===== src/rtl/memory_map_pkg.sv =====
// memory_map_pkg: I/O window addresses, status bit layout and address decode shared by the memory system.
package memory_map_pkg;
  localparam logic [15:0] CONSOLE_DATA_ADDR = 16'hFFF0;
  localparam logic [15:0] CONSOLE_STATUS_ADDR = 16'hFFF1;
  localparam logic [15:0] CYCLE_ADDR = 16'hFFF2;
  localparam int STAT_EMPTY = 0;
  localparam int STAT_FULL = 1;
  localparam int STAT_OVF = 2;
  localparam int STAT_COUNT_LSB = 4;
  typedef enum logic [2:0] {REG_RAM, REG_CDATA, REG_CSTAT, REG_CYCLE, REG_NONE} region_e;
  function automatic region_e decode(input logic [15:0] addr, input logic [15:0] depth);
    return addr < depth ? REG_RAM :
           addr == CONSOLE_DATA_ADDR ? REG_CDATA :
           addr == CONSOLE_STATUS_ADDR ? REG_CSTAT :
           addr == CYCLE_ADDR ? REG_CYCLE : REG_NONE;
  endfunction
endpackage


===== src/rtl/console_fifo.sv =====
// console_fifo: power-of-two circular FIFO; a push into a full FIFO is accepted only when a pop frees a slot that cycle.
module console_fifo #(
  parameter int DEPTH = 4,
  parameter int WIDTH = 16
) (
  input  logic clk,
  input  logic reset,
  input  logic push,
  input  logic [WIDTH-1:0] push_data,
  input  logic pop,
  output logic [WIDTH-1:0] head,
  output logic [$clog2(DEPTH):0] count,
  output logic full,
  output logic empty
);
  localparam int PW = $clog2(DEPTH);
  localparam logic [PW:0] FULL_COUNT = (PW + 1)'(DEPTH);
  logic [WIDTH-1:0] mem [DEPTH];
  logic [PW-1:0] rd_ptr, wr_ptr;
  logic do_push, do_pop;
  assign empty = count == '0;
  assign full = count == FULL_COUNT;
  assign do_pop = pop && !empty;
  assign do_push = push && (!full || do_pop);
  assign head = empty ? '0 : mem[rd_ptr];
  always_ff @(posedge clk) begin
    if (reset) begin
      rd_ptr <= '0;
      wr_ptr <= '0;
      count <= '0;
    end else begin
      if (do_push) wr_ptr <= wr_ptr + PW'(1);
      if (do_pop) rd_ptr <= rd_ptr + PW'(1);
      count <= count + (PW + 1)'(do_push) - (PW + 1)'(do_pop);
    end
  end
  always_ff @(posedge clk) begin
    if (!reset && do_push) mem[wr_ptr] <= push_data;
  end
endmodule


===== src/rtl/memory_system.sv =====
// memory_system: word-addressed RAM with preload port plus an I/O window holding a console FIFO, status and a cycle counter.
module memory_system
  import memory_map_pkg::*;
#(
  parameter int DEPTH = 256,
  parameter int FIFO_DEPTH = 4
) (
  input  logic clk,
  input  logic reset,
  input  logic [15:0] memory_addr,
  input  logic [15:0] memory_out,
  input  logic memory_write,
  output logic [15:0] memory_in,
  input  logic load_en,
  input  logic [15:0] load_addr,
  input  logic [15:0] load_data,
  output logic [15:0] out_data,
  output logic out_valid,
  input  logic out_ready,
  output logic overflow
);
  localparam int AW = DEPTH > 1 ? $clog2(DEPTH) : 1;
  localparam int CW = $clog2(FIFO_DEPTH) + 1;
  localparam logic [15:0] DEPTH16 = 16'(DEPTH);
  if (DEPTH < 1 || DEPTH > 'hFFF0) begin : g_bad_depth
    $error("DEPTH must be 1..0xFFF0");
  end
  if (FIFO_DEPTH < 2 || FIFO_DEPTH > 16 || (FIFO_DEPTH & (FIFO_DEPTH - 1)) != 0) begin : g_bad_fifo
    $error("FIFO_DEPTH must be a power of two from 2 to 16");
  end
  logic [15:0] ram [DEPTH];
  logic [15:0] cycle, status;
  logic [CW-1:0] count;
  logic full, empty, push, pop, dropped, status_write;
  region_e cpu_region;
  assign cpu_region = decode(memory_addr, DEPTH16);
  assign push = memory_write && cpu_region == REG_CDATA;
  assign status_write = memory_write && cpu_region == REG_CSTAT;
  assign pop = out_valid && out_ready;
  assign dropped = push && full && !pop;
  assign out_valid = !empty;
  console_fifo #(.DEPTH(FIFO_DEPTH), .WIDTH(16)) u_fifo (
    .clk(clk),
    .reset(reset),
    .push(push),
    .push_data(memory_out),
    .pop(pop),
    .head(out_data),
    .count(count),
    .full(full),
    .empty(empty)
  );
  // RAM is deliberately outside reset so contents survive it; preload beats a CPU store.
  always_ff @(posedge clk) begin
    if (load_en && load_addr < DEPTH16) ram[load_addr[AW-1:0]] <= load_data;
    else if (memory_write && cpu_region == REG_RAM) ram[memory_addr[AW-1:0]] <= memory_out;
  end
  always_ff @(posedge clk) begin
    if (reset) begin
      cycle <= '0;
      overflow <= 1'b0;
    end else begin
      cycle <= cycle + 16'd1;
      overflow <= dropped || (overflow && !status_write);
    end
  end
  always_comb begin
    status = '0;
    status[STAT_EMPTY] = empty;
    status[STAT_FULL] = full;
    status[STAT_OVF] = overflow;
    status[STAT_COUNT_LSB +: 5] = 5'(count);
    memory_in = cpu_region == REG_RAM ? ram[memory_addr[AW-1:0]] :
                cpu_region == REG_CSTAT ? status :
                cpu_region == REG_CYCLE ? cycle : '0;
  end
endmodule


===== config.mk =====
export PLATFORM = sky130hd
export DESIGN_NAME = memory_system
export DESIGN_NICKNAME = d
export VERILOG_FILES = /design/src/rtl/memory_map_pkg.sv /design/src/rtl/console_fifo.sv /design/src/rtl/memory_system.sv
export SDC_FILE = /design/constraint.sdc
export NUM_CORES = 2
export LEC_CHECK = 0
export BUFFER_PORTS_ARGS = -buffer_cell sky130_fd_sc_hd__clkbuf_2
export CORE_ASPECT_RATIO = 1.4
export CORE_UTILIZATION = 40
export DETAILED_ROUTE_END_ITERATION = 10
export MAX_ROUTING_LAYER = met4
export PLACE_DENSITY_LB_ADDON = 0.1
export SLEW_MARGIN = 40
export SYNTH_ARGS = -nofsm -noshare
export SYNTH_HDL_FRONTEND = slang
export SYNTH_MEMORY_MAX_BITS = 65536
export SYNTH_SLANG_ARGS = --single-unit
export TNS_END_PERCENT = 1

===== constraint.sdc =====
create_clock -name clk -period 7.5 [get_ports clk]
set_clock_uncertainty 0.05 [all_clocks]
set_input_delay 1.125 -clock clk [delete_from_list [all_inputs] [get_ports clk]]
set_output_delay 1.125 -clock clk [all_outputs]
set_load 0.02 [all_outputs]

# == Word-level counts from Yosys, hierarchy flattened ==
# Memory sizes are Yosys's and may differ from the RTL's. A register that Yosys moved wholly into a read port is not among the register bits.
# Index checks and enable logic that the tools add are counted.
# word_totals
ramBits,4160
reg_bits,24
output_inout_bits,34
memories,2
elab_cells,62
# classes
add_sub_neg,5
reduce_logical,21
n_eq_ne,7
magnitude_cmp,2
n_mux,20
# mem_list
memory,words,width,rd,rd_ports_with_merged_regs,wr,line_no,source
ram,256,16,1,0,1,memory_system.sv:31,logic [15:0] ram [DEPTH];
u_fifo.mem,4,16,1,1,1,console_fifo.sv:18,logic [WIDTH-1:0] mem [DEPTH];
# ops
operator,count
$mux 16,5
$eq 16x16->1 const B,3
$lt 16x9->1 const B,2
$add 16x1->16 const B,1
$reduce_or 16->1,1
$mux 3,4
$logic_and 1x1->1,11
$mux 1,8
$mux 8,1
$eq 3x2->1 const B,2
$logic_not 3->1,2
$logic_not 1->1,5
$add 2x1->2 const B,2
$mux 2,2
$add 3x1->3,1
$eq 3x1->1 const B,1
$eq 3x3->1 const B,1
$sub 3x1->3,1
$logic_or 1x1->1,2

# == Logic depth before layout (Yosys ltp) ==
# depth
word_depth,12
mapped_depth,13
depth_no_buf,9

# == Hierarchy ==
# From an unflattened synthesis, not the netlist that was laid out.
# hier_totals
cells_unflattened,7268
area_unflattened_um2,161602.5
# modules_own_cells
module,area_per_inst_um2,instances,cells_each
memory_system,158711.0,1,7118
console_fifo,2891.5,1,150

# == Worst setup path after synthesis ==
# OpenSTA, ideal clock, no wires.
# synth_path
path_type,input port to flip-flop
startpoint,input memory_addr[11]
endpoint,"memory ram[0][10], data pin"
cell_stages,8
required_time_ns,6.627
arrival_time_ns,5.873
slack_ns,0.755
cell_sequence,or4_1 -> nor2_1 -> and3_1 -> clkbuf_1 -> buf_2 -> buf_1 -> nand2_1 -> nand2_1
# synth_via
elab_chain_len,12
# synth_lines
item,line_no,source
start: declaration,memory_system.sv:10,"input logic [15:0] memory_addr,"
"parallel branches: the longest is 4 deep, another holds $lt 16x9->1",n/a,
$mux 3 *,memory_map_pkg.sv:12,return addr < depth ? REG_RAM :
$logic_not 3->1 *,memory_system.sv:56,else if (memory_write && cpu_region == REG_RAM) ram[memory_addr[AW-1:0]] <= memory_out;
$logic_and 1x1->1 *,memory_system.sv:56,
$mux 1 *,memory_system.sv:56,
$mux 1 *,memory_system.sv:55,if (load_en && load_addr < DEPTH16) ram[load_addr[AW-1:0]] <= load_data;
$mux 1 (implied by the code) *,memory_system.sv:56,
$reduce_or 16->1 (no source line) *,n/a,
$mux 16 (no source line) *,n/a,
end: declaration,memory_system.sv:31,
# Mark *: on every way between the ends.

# == Final worst setup path ==
# layout_path
startpoint,input memory_addr[0]
endpoint,output memory_in[2]
# layout_via
elab_chain_len,9
# layout_lines
item,line_no,source
"parallel branches: the longest is 8 deep, another holds $lt 16x9->1",n/a,
$mux 16 *,memory_system.sv:73,memory_in = cpu_region == REG_RAM ? ram[memory_addr[AW-1:0]] :
end: declaration,memory_system.sv:13,"output logic [15:0] memory_in,"
# Marks and branches as above.

==> run_results.csv <==
group,metric,value,unit
cells_and_area,synthToLayoutAreaGrowth,14.8,%
cells_and_area,multi_input_area,35300,um2
clocking,clk_path_buf_depth,4,
global_route,grt_max_degree,161,
place,post-place-ws,499,ps
floorplanning,ios,103,
yosys,syn_area,162000,um2
outcome,outcome,"complete, no violations",
sta,rsz0062_at_grt,"false",
worst_setup_path,cp_data_required_time,6320,ps
clocking,clock_latency,960,ps
worst_setup_path,path_class,"input port to output pin",
sta,report.final.slew_viol_count,0,
global_route,grt_first_pass_wirelength,699000,um
pwr,total_power,0.0491,W
yosys,synth_seq_cells,4186,
sta,tightest_slew,1050,ps
worst_setup_path,path_common_cell,"buf_12",
clocking,cts-root-buf,"clkbuf_16",
route,drt_first_pass_iters,5,
yosys,synth_cell_types,74,
sta,max_freq,142,MHz
yosys,avgSynthCellArea,22.6,um2
worst_setup_path,critical_path.cell_chain,"buf_12, buf_16, buf_12, buf_12, mux4_2, mux2i_1, o21ai_0, o2111ai_1, nand2_1, a2111oi_1, nor2_1, clkbuf_2",
worst_setup_path,slowest_stage,"a2111oi_1",
global_route,antenna_found_initial,36,
global_route,grt_overflow,0,
route,wl_per_cell,38.3,um
clocking,cts_inserted_buffers,408,
place,io_buffer_count,102,
cells_and_area,drive_gt1_share,31.9,%
place,dp_hpwl,322000,um
yosys,yosysWarnings,0,
clocking,ctsResizeCount,0,
worst_setup_path,r2r_start,"u_fifo.count[1]",
yosys,synth.area.top_cells,"edfxtp_1, mux4_2, mux2i_1",
global_route,grtUsageTotal,25.9,%
hold_path,hp-start,"memory_out[2]",
cells_and_area,fin_nets,7867,
yosys,postSynthCellCount,7174,
pwr,ir_worst_vdd,0.000195,V
clocking,cts.sinks,4186,
yosys,synth-main-ff-cell,"edfxtp_1",
route,ant_nets,0,
worst_setup_path,setup.worst_path.end_class,"output pin",
clocking,post_cts_buffers,0,
floorplanning,core,403000,um2
clocking,hold_buffers,0,
sta,setup_viol,0,
clocking,clk_pin_slew,70,ps
floorplanning,die_w,540,um
global_route,first_global_vias,80900,
yosys,synth_edf_count,4160,
job,cap_violations,0,
cells_and_area,n_fill_cell,33500,
hold_path,min_path_cells,1,
worst_setup_path,cp_num_buf_inv,5,
worst_setup_path,rr_endpoint,"u_fifo.count[2]",
cells_and_area,seq_area,125000,um2
pwr,p_leak,57.8,nW
floorplanning,die_height,755,um
hold_path,hold_end,"u_fifo.mem[0][2]",
place,gp_congestion,0.892,
sta,slew_headroom,30.2,%
route,vias,80200,
sta,fin_crit_sh,93.7,%
worst_setup_path,rrSetupSlack,4470,ps
yosys,ys_async_sr_fraction,0,%
route,route.detailed.drc,0,
yosys,yosys.area.top_type,"edfxtp_1",
sta,report.final.hold_viol_count,0,
worst_setup_path,startpoint,"memory_addr[0]",
floorplanning,rows,276,
cells_and_area,final_util,46.1,%
worst_setup_path,cp_max_fo,32,
floorplanning,die_area,407000,um2
route,vias_per_cell,5.98,
route,drt_wl_total,514000,um
worst_setup_path,slowest_delay,810,ps
pwr,power_density,264,nW/um2
clocking,tritoncts,"built",
sta,timing.final.ws_setup,473,ps
hold_path,hold_class,"input port to flop",
worst_setup_path,ff2ff_path_depth,9,
yosys,synth_top_cell_area_share,77.2,%
sta,period_minus_slack,7030,ps
yosys,seq_area_frac_synth,77.5,%
clocking,htreeDepth,5,
worst_setup_path,cp-start-kind,"input port",
floorplanning,start_util,40.1,%
worst_setup_path,crit_family,"compound AO/OA/AOI/OAI gates",
route,drt_iter0_drc,9246,
yosys,syn_nets,7251,
worst_setup_path,worst_ep_arrival_time,5850,ps
state kept, by name, summed over array words and instances, names as in the netlist, named ones only:
register and flops:
u_fifo.wr_ptr 2, u_fifo.mem 64, u_fifo.rd_ptr 2, overflow 1, u_fifo.count 3, ram 4096
cycle 16
layer usage:
metal	part of all wire, %	global-route usage [%]	vias up
met2	50	42.2	3230
met1	39	32.4	44500
met3	6.4	3.74	757
li1	-	-	31800
met5	0	-	-
met4	5.0	10.9	0
layout make-up:
type	count	share of cell area, %
clock inverter	241	1.17
sequential	4186	67.5
tap	5282	3.56
multi-input combinational	2569	19.0
antenna	28	0.0377
inverter	10	0.0209
timing repair buffer	615	2.89
clock buffer	496	5.80
worst reg2reg max path: cells and delay by family, from the launching register on:
family | cells | cell delay (ps)
simple gates | 3 | 1190
xor+xnor | 2 | 330
fa+ha+maj | 3 | 920
flops | 1 | 370
buf+inv | 1 | 40
cell usage in the layout (no fill, tap or decap), types with 9 or more instances in the layout:
cell type and count:
a21oi_1 54, a221oi_1 44, a22oi_1 103, a31oi_1 10
and2_1 21, buf_12 64, buf_4 436, bufinv_16 37
clkbuf_1 73, clkbuf_16 415, clkbuf_2 96, clkinv_1 95
clkinv_2 77, clkinvlp_4 12, dfxtp_1 25, diode_2 28
edfxtp_1 4160, inv_1 9, inv_6 9, mux2_2 16
mux2i_1 224, mux4_2 1095, nand2_1 103, nand2_4 14
nand2b_1 15, nand3_1 33, nand3_2 16, nand4_1 16
nor2_1 163, nor2_2 136, nor2_4 64, nor2b_1 9
nor3_1 10, o211ai_1 33, o21ai_0 86, o21ai_1 25
o221ai_1 21, o22ai_1 41, or3_1 15, xor2_1 11
kinds of logic after synthesis:
logic type,count (synthesis),share of synthesized area [%]
and+or+nand+nor,696,1.93
muxes,1338,16.8
adders and majority gates,8,0.0665
DFF,4186,77.5
AOI/OAI and AO/OA,510,2.17
xor gates and xnor gates,17,0.0920
buffers and inverters,419,1.50
metrics by stage:
step                      cells  TNS, ps  hold WS (ps)  area, um2
after floorplan            7174        0           376     162000
after global placement    12600     -255           404     172000
after detailed placement  12700        0           416     173000
after CTS                 13400        0           279     186000
after global routing      13400        0           334     186000
final                     13400        0           360     186000
how the worst max path moves through the flow:
stage / to / slack (ps) / cells past startpoint
floorplan: ram[0][10] / 750 / 8
global placement: memory_in[4] / -260 / 11
detailed placement: memory_in[2] / 500 / 12
CTS: memory_in[2] / 500 / 12
global route: memory_in[2] / 510 / 12
finish: memory_in[2] / 470 / 12
Yosys cell counts (all sizes together), types with 28 or more instances:
master,number
a21oi,56
a221oi,44
a22oi,103
and2,28
buf,260
clkbuf,149
edfxtp,4160
mux2i,225
mux4,1097
nand2,126
nand3,50
nor2,363
o211ai,33
o21ai,113
o22ai,46
where the power goes:
part | switching (W) | leakage, nW | internal (W)
Sequential | 0.0000214 | 37.6 | 0.0257
Clock | 0.00891 | 6.35 | 0.0115
Combinational | 0.00197 | 13.9 | 0.000995
No activity file was read; power rests on OpenSTA's default activity.
